## src/rtl/wb_gpio_altfunc_if.sv

```systemverilog
// Wishbone classic slave bus bundle for wb_gpio_altfunc.
//   wb_adr_i  5-bit byte address ([4:2] selects a register)
//   wb_dat_i  32-bit write data
//   wb_dat_o  32-bit read data
//   wb_sel_i  4 byte enables
//   wb_we_i   write enable
//   wb_cyc_i  bus cycle
//   wb_stb_i  strobe
//   wb_ack_o  acknowledge
// Modports: master (SoC side) drives the request, slave (GPIO) answers.
interface wb_gpio_altfunc_if;
  logic [4:0]  wb_adr_i;
  logic [31:0] wb_dat_i;
  logic [31:0] wb_dat_o;
  logic [3:0]  wb_sel_i;
  logic        wb_we_i;
  logic        wb_cyc_i;
  logic        wb_stb_i;
  logic        wb_ack_o;

  modport master (
    output wb_adr_i, wb_dat_i, wb_sel_i, wb_we_i, wb_cyc_i, wb_stb_i,
    input  wb_dat_o, wb_ack_o
  );

  modport slave (
    input  wb_adr_i, wb_dat_i, wb_sel_i, wb_we_i, wb_cyc_i, wb_stb_i,
    output wb_dat_o, wb_ack_o
  );
endinterface

```

## src/rtl/wb_gpio_altfunc.sv

```systemverilog
// wb_gpio_altfunc: Wishbone-slave GPIO controller with per-pin direction,
// output data and alternate-function ownership. Pad inputs are synchronized
// and optionally edge-detected into an interrupt.
//
// Build option: define GPIO_IRQ_EN to include the MASK/EDGE/PEND registers
// and the edge-detect interrupt. Without it irq_o is tied low and
// 0x10..0x18 read as zero.
//
// Ports:
//   clock    system / Wishbone clock
//   reset    synchronous, active-high
//   wb       Wishbone slave bundle (wb_gpio_altfunc_if.slave)
//   gpio_i   asynchronous pad inputs
//   gpio_o   pad output values
//   gpio_oe  pad output enables, 1 = drive
//   alt_o    alternate-function output per pin
//   alt_oe   alternate-function output enable per pin
//   alt_i    synchronized pad inputs for peripherals
//   irq_o    interrupt request
//
// Register map (word index = wb_adr_i[4:2]):
//   0 IN  RO | 1 OUT | 2 DIR | 3 ALT | 4 MASK | 5 EDGE | 6 PEND (W1C) | 7 zero
module wb_gpio_altfunc #(
  parameter int GPIO_WIDTH  = 8,
  parameter int SYNC_STAGES = 2
) (
  input  logic                  clock,
  input  logic                  reset,
  wb_gpio_altfunc_if.slave      wb,
  input  logic [GPIO_WIDTH-1:0] gpio_i,
  output logic [GPIO_WIDTH-1:0] gpio_o,
  output logic [GPIO_WIDTH-1:0] gpio_oe,
  input  logic [GPIO_WIDTH-1:0] alt_o,
  input  logic [GPIO_WIDTH-1:0] alt_oe,
  output logic [GPIO_WIDTH-1:0] alt_i,
  output logic                  irq_o
);

  logic                  ack_reg;
  logic [31:0]           dat_reg;
  logic [31:0]           rd_data;
  logic [GPIO_WIDTH-1:0] out_reg, dir_reg, alt_reg;
  logic [GPIO_WIDTH-1:0] sync_reg [SYNC_STAGES];
  logic [GPIO_WIDTH-1:0] in_val;
  logic [GPIO_WIDTH-1:0] wmask;
  logic [GPIO_WIDTH-1:0] wdata;
  logic [2:0]            reg_sel;
  logic                  access;
  logic                  wr;

  // Byte-lane and address-LSB bits that have no effect for narrow builds.
  logic unused_bits;
  assign unused_bits = &{1'b0, wb.wb_dat_i, wb.wb_sel_i, wb.wb_adr_i[1:0]};

  // A new access is accepted only while ack is low, giving one wait state
  // and a guaranteed idle cycle between back-to-back accesses.
  assign access  = wb.wb_cyc_i & wb.wb_stb_i & ~ack_reg;
  assign wr      = access & wb.wb_we_i;
  assign reg_sel = wb.wb_adr_i[4:2];
  assign wdata   = wb.wb_dat_i[GPIO_WIDTH-1:0];

  // Per-bit write enable from the byte lane covering that bit.
  genvar gi;
  generate
    for (gi = 0; gi < GPIO_WIDTH; gi++) begin : g_wmask
      assign wmask[gi] = wb.wb_sel_i[gi/8];
    end
  endgenerate

  function automatic logic [GPIO_WIDTH-1:0] merge(input logic [GPIO_WIDTH-1:0] cur);
    return (cur & ~wmask) | (wdata & wmask);
  endfunction

  // Input synchronizer; the last stage is the architectural pin state.
  always_ff @(posedge clock) begin
    if (reset) begin
      for (int s = 0; s < SYNC_STAGES; s++) sync_reg[s] <= '0;
    end else begin
      sync_reg[0] <= gpio_i;
      for (int s = 1; s < SYNC_STAGES; s++) sync_reg[s] <= sync_reg[s-1];
    end
  end

  assign in_val = sync_reg[SYNC_STAGES-1];
  assign alt_i  = in_val;

  // Pad mux: ALT hands both value and enable to the peripheral.
  assign gpio_o  = (alt_reg & alt_o)  | (~alt_reg & out_reg);
  assign gpio_oe = (alt_reg & alt_oe) | (~alt_reg & dir_reg);

`ifdef GPIO_IRQ_EN
  logic [GPIO_WIDTH-1:0] mask_reg, edge_reg, pend_reg, prev_reg;
  logic [GPIO_WIDTH-1:0] hit, clr;
  logic                  irq_reg;

  assign hit = (edge_reg & in_val & ~prev_reg) | (~edge_reg & ~in_val & prev_reg);
  assign clr = (wr && reg_sel == 3'd6) ? (wdata & wmask) : '0;

  always_ff @(posedge clock) begin
    if (reset) begin
      mask_reg <= '0;
      edge_reg <= '0;
      pend_reg <= '0;
      prev_reg <= '0;
      irq_reg  <= 1'b0;
    end else begin
      prev_reg <= in_val;
      // Set wins over a simultaneous W1C on the same bit.
      pend_reg <= (pend_reg & ~clr) | hit;
      irq_reg  <= |(pend_reg & mask_reg);
      if (wr && reg_sel == 3'd4) mask_reg <= merge(mask_reg);
      if (wr && reg_sel == 3'd5) edge_reg <= merge(edge_reg);
    end
  end

  assign irq_o = irq_reg;
`else
  assign irq_o = 1'b0;
`endif

  always_comb begin
    rd_data = '0;
    case (reg_sel)
      3'd0: rd_data[GPIO_WIDTH-1:0] = in_val;
      3'd1: rd_data[GPIO_WIDTH-1:0] = out_reg;
      3'd2: rd_data[GPIO_WIDTH-1:0] = dir_reg;
      3'd3: rd_data[GPIO_WIDTH-1:0] = alt_reg;
`ifdef GPIO_IRQ_EN
      3'd4: rd_data[GPIO_WIDTH-1:0] = mask_reg;
      3'd5: rd_data[GPIO_WIDTH-1:0] = edge_reg;
      3'd6: rd_data[GPIO_WIDTH-1:0] = pend_reg;
`endif
      default: rd_data = '0;
    endcase
  end

  always_ff @(posedge clock) begin
    if (reset) begin
      ack_reg <= 1'b0;
      dat_reg <= '0;
      out_reg <= '0;
      dir_reg <= '0;
      alt_reg <= '0;
    end else begin
      ack_reg <= access;
      dat_reg <= access ? rd_data : '0;
      if (wr && reg_sel == 3'd1) out_reg <= merge(out_reg);
      if (wr && reg_sel == 3'd2) dir_reg <= merge(dir_reg);
      if (wr && reg_sel == 3'd3) alt_reg <= merge(alt_reg);
    end
  end

  assign wb.wb_ack_o = ack_reg;
  assign wb.wb_dat_o = dat_reg;

endmodule

```

## src/flat_wrapper.sv

```systemverilog
// flat-port wrapper written by rule: the top's interface ports become plain ports
module wb_gpio_altfunc_flat 
#(
  parameter int GPIO_WIDTH  = 8,
  parameter int SYNC_STAGES = 2
)
  (clock, reset, gpio_i, gpio_o, gpio_oe, alt_o, alt_oe, alt_i, irq_o, wb_wb_adr_i, wb_wb_dat_i, wb_wb_sel_i, wb_wb_we_i, wb_wb_cyc_i, wb_wb_stb_i, wb_wb_dat_o, wb_wb_ack_o);
  wb_gpio_altfunc_if wb_i ();
  input  logic clock;
  input  logic reset;
  input  logic [GPIO_WIDTH-1:0] gpio_i;
  output logic [GPIO_WIDTH-1:0] gpio_o;
  output logic [GPIO_WIDTH-1:0] gpio_oe;
  input  logic [GPIO_WIDTH-1:0] alt_o;
  input  logic [GPIO_WIDTH-1:0] alt_oe;
  output logic [GPIO_WIDTH-1:0] alt_i;
  output logic irq_o;
  input wire logic [$bits(wb_i.wb_adr_i)-1:0] wb_wb_adr_i;
  input wire logic [$bits(wb_i.wb_dat_i)-1:0] wb_wb_dat_i;
  input wire logic [$bits(wb_i.wb_sel_i)-1:0] wb_wb_sel_i;
  input wire logic [$bits(wb_i.wb_we_i)-1:0] wb_wb_we_i;
  input wire logic [$bits(wb_i.wb_cyc_i)-1:0] wb_wb_cyc_i;
  input wire logic [$bits(wb_i.wb_stb_i)-1:0] wb_wb_stb_i;
  output wire logic [$bits(wb_i.wb_dat_o)-1:0] wb_wb_dat_o;
  output wire logic [$bits(wb_i.wb_ack_o)-1:0] wb_wb_ack_o;
  assign wb_i.wb_adr_i = wb_wb_adr_i;
  assign wb_i.wb_dat_i = wb_wb_dat_i;
  assign wb_i.wb_sel_i = wb_wb_sel_i;
  assign wb_i.wb_we_i = wb_wb_we_i;
  assign wb_i.wb_cyc_i = wb_wb_cyc_i;
  assign wb_i.wb_stb_i = wb_wb_stb_i;
  assign wb_wb_dat_o = wb_i.wb_dat_o;
  assign wb_wb_ack_o = wb_i.wb_ack_o;
  wb_gpio_altfunc #(.GPIO_WIDTH(GPIO_WIDTH), .SYNC_STAGES(SYNC_STAGES)) u_core (.clock(clock), .reset(reset), .wb(wb_i), .gpio_i(gpio_i), .gpio_o(gpio_o), .gpio_oe(gpio_oe), .alt_o(alt_o), .alt_oe(alt_oe), .alt_i(alt_i), .irq_o(irq_o));
endmodule
```

## config.mk

```make
export PLATFORM = sky130hd
export DESIGN_NAME = wb_gpio_altfunc_flat
export DESIGN_NICKNAME = d
export VERILOG_FILES = /design/src/rtl/wb_gpio_altfunc_if.sv /design/src/rtl/wb_gpio_altfunc.sv /design/src/flat_wrapper.sv
export SDC_FILE = /design/constraint.sdc
export NUM_CORES = 1
export LEC_CHECK = 0
export CAP_MARGIN = 40
export CORE_MARGIN = 5
export CORE_UTILIZATION = 42
export CTS_CLUSTER_DIAMETER = 100
export CTS_CLUSTER_SIZE = 8
export DETAILED_ROUTE_END_ITERATION = 12
export PLACE_DENSITY = 0.82
export SYNTH_ARGS = -nofsm -noshare
export SYNTH_HDL_FRONTEND = slang
export SYNTH_SLANG_ARGS = --single-unit
```

## constraint.sdc

```tcl
create_clock -name clock -period 2.3 [get_ports clock]
set_clock_uncertainty 0.1 [all_clocks]
set_input_delay 0.345 -clock clock [delete_from_list [all_inputs] [get_ports clock]]
set_output_delay 0.345 -clock clock [all_outputs]
set_load 0.02 [all_outputs]
```

==> reports/results.txt, run 1 <==
FP Rows - 27
R2r startpoint - u_core.wb.wb_ack_o
Max VDD drop - 0.000236 V
Worst slew margin - 62.7%
Hold Violations, Final - 0
Worst Path Required - 1.86 ns
Fin crit period - 2.08 ns
Drt via density - 4.52
Pre-CTS setup slack - 0.217 ns
Fmax achieved - 482 MHz
Final Setup Violations - 0
Post-route cell area - 3130 µm²
CTS buffer count - 5
# hold bufs at CTS - 0
Number of routed nets with antenna violations - 0
Worst min path class - register to register
PD cells - 546 nW/µm²
Post_cts resized - 0
Mapped Area - 2360 µm²
Slowest cell on crit path - clkdlybuf4s50_1
Hold Crit Endpoint - u_core.sync_reg[0][14]
CTS Root Cell - clkbuf_8
Via count - 1,648
Number of antenna diodes - 0
Share of post-route cells with drive strength above 1 - 13.7%
Number of synthesized register bits - 49
First-pass GRT wire length - 8150 µm
Cells after Synth - 226
Ys flop type - dfxtp_1
Clock transition at path regs - 0.08 ns
Reg2reg path depth - 3
Worst-Skew Late Latency - 0.30 ns
Syn avg cell area - 10.5 µm²
Status - complete, no violations
P_leak - 1.30 nW
Fin worst setup slack - 0.223 ns
Pins over their slew limit - 0
DRT Pass-1 Iters - 4
Reg2reg setup slack - 0.62 ns
Yosys cell types - 22
Sum of negative setup slack - 0 ns
Core region area - 5470 µm²
Vias in the first global route - 1,700
I/O pin cnt - 128
DR DRC count - 0
Maxcap violations - 0
Post-synthesis sequential area ratio - 41.5%
Worst-margin pin slew - 0.559 ns
NumNets Final - 362
CP Max Fanout - 4
TritonCTS sink count - 49
Initial core utilization - 43.2%
H-tree depth - 2
Pin count of the biggest net entering global routing - 28
Worst path cell trace - mux2_2 -> clkdlybuf4s50_1
Port-buffer cells - 73
GPL Wtd Cong - 0.721
Tot GR Track Use - 14.3%
Hpwl dp - 3830 µm
Post-CTS setup buffer count - 0
P&R area growth vs syn - 32.6%
HP Start - u_core.sync_reg[0][6]
Drt total wl - 5160 µm
Critical path endpoint category - output port
Routed length per placed instance - 14.1 µm
Hold Slack - 0.341 ns
Full die area - 7220 µm²
Period utilisation layout - 90.3%
Clock Tree Buf Depth - 2
Critical Path AT - 1.63 ns
RSZ-0062 raised after global routing - no
Total grt overflow - 0
Initial DRC Count - 74
Startpoint Class - register
Placed inst area - 3010 µm²
DIE HEIGHT - 85.0 µm
Yosys warns - 0
CTS tree - built
Cell depth of the worst hold path - 1
CP peak stage delay - 0.55 ns
Setup Crit Path Kind - register to output port
Chip Width - 85.0 µm
Initial antenna violation count - 0
Number of flops mapped to enable cells by yosys - 0
Asr flop ratio synth - 0%
[cells in the mapped netlist, types with 2 or more instances]
cell type  count  area (µm²)
or3_1          2        12.5
clkbuf_1       8        30.0
dfxtp_1       49         981
buf_6          2        22.5
mux2i_1       40         400
nor2b_1       16         100
o22a_2         7        70.1
nor2_1         9        33.8
mux2_2        16         180
buf_4         34         255
nand2b_1      32         200
[layout make-up]
type | instances | area, µm²
fillers | 485 | 2340
multi-input cells | 155 | 1150
flip-flops and latches | 49 | 981
repair buffers | 80 | 783
well taps | 72 | 90.1
clock buffers | 6 | 82.6
clock inverters | 2 | 37.5
inverters | 1 | 3.75
[routing by layer]
metal,GRT usage (%),share of wire [%]
met5,0,0
met4,4.75,1.1
met3,6.21,9.1
met2,23.9,49
met1,16.2,41
[per-stage QoR]
stage	cells	power [W]	utilization [%]
after global routing	365	0.00178	57.2
final	365	0.00171	57.2
after floorplan	250	0.00104	-
after detailed placement	357	0.00110	55.1
after CTS	365	0.00173	57.2
after global placement	357	0.00110	55.1
[how the worst max path moves through the flow]
| stage | start | end |
|---|---|---|
| global placement | wb_wb_stb_i | register |
| floorplan | u_core.wb.wb_ack_o | register |
| CTS | register | gpio_o[7] |
| global route | register | gpio_oe[7] |
| finish | register | gpio_o[7] |
| detailed placement | wb_wb_stb_i | register |
[worst max-delay path: cells and delay by family (launching register included)]
kind,cells,cell delay [ns]
buf+inv,1,0.55
flops,1,0.42
mux,1,0.36
[cells by family after synthesis]
group | after synthesis | share of synthesized area [%]
muxes | 56 | 24.6
AOI/OAI and AO/OA | 8 | 3.34
and+or+nand+nor | 66 | 17.0
other | 1 | 0.159
buffers and inverters | 46 | 13.4
DFF | 49 | 41.5
[layout by cell type, fill, tap and decap left out]
master	n
clkdlybuf4s50_1	73
dfxtp_1	49
mux2i_1	40
nand2b_1	32
conb_1	25
mux2_2	16
nor2b_1	16
nor2_1	9
o22a_2	7
buf_4	7
clkbuf_8	6
or3_1	2
inv_1	1
nand3b_1	1
nand4b_1	1
nor3_2	1
nand2_1	1
or2_1	1
or4_4	1
or2b_1	1
o22a_1	1
clkinvlp_4	1
bufinv_16	1
[power breakdown]
part	internal, W	switching (W)	leakage (nW)
logic	0.000109	0.000100	0.846
registers	0.000863	0.00000599	0.398
clock network	0.000353	0.000279	0.0574
No activity file was read; power rests on OpenSTA's default activity.
==> inputs of run 2 (changes only) <==
GPL_ROUTABILITY_DRIVEN = 0   (was unset)
==> results of run 2 <==
The final DEF is identical to that of run 1; final timing and power are the same.
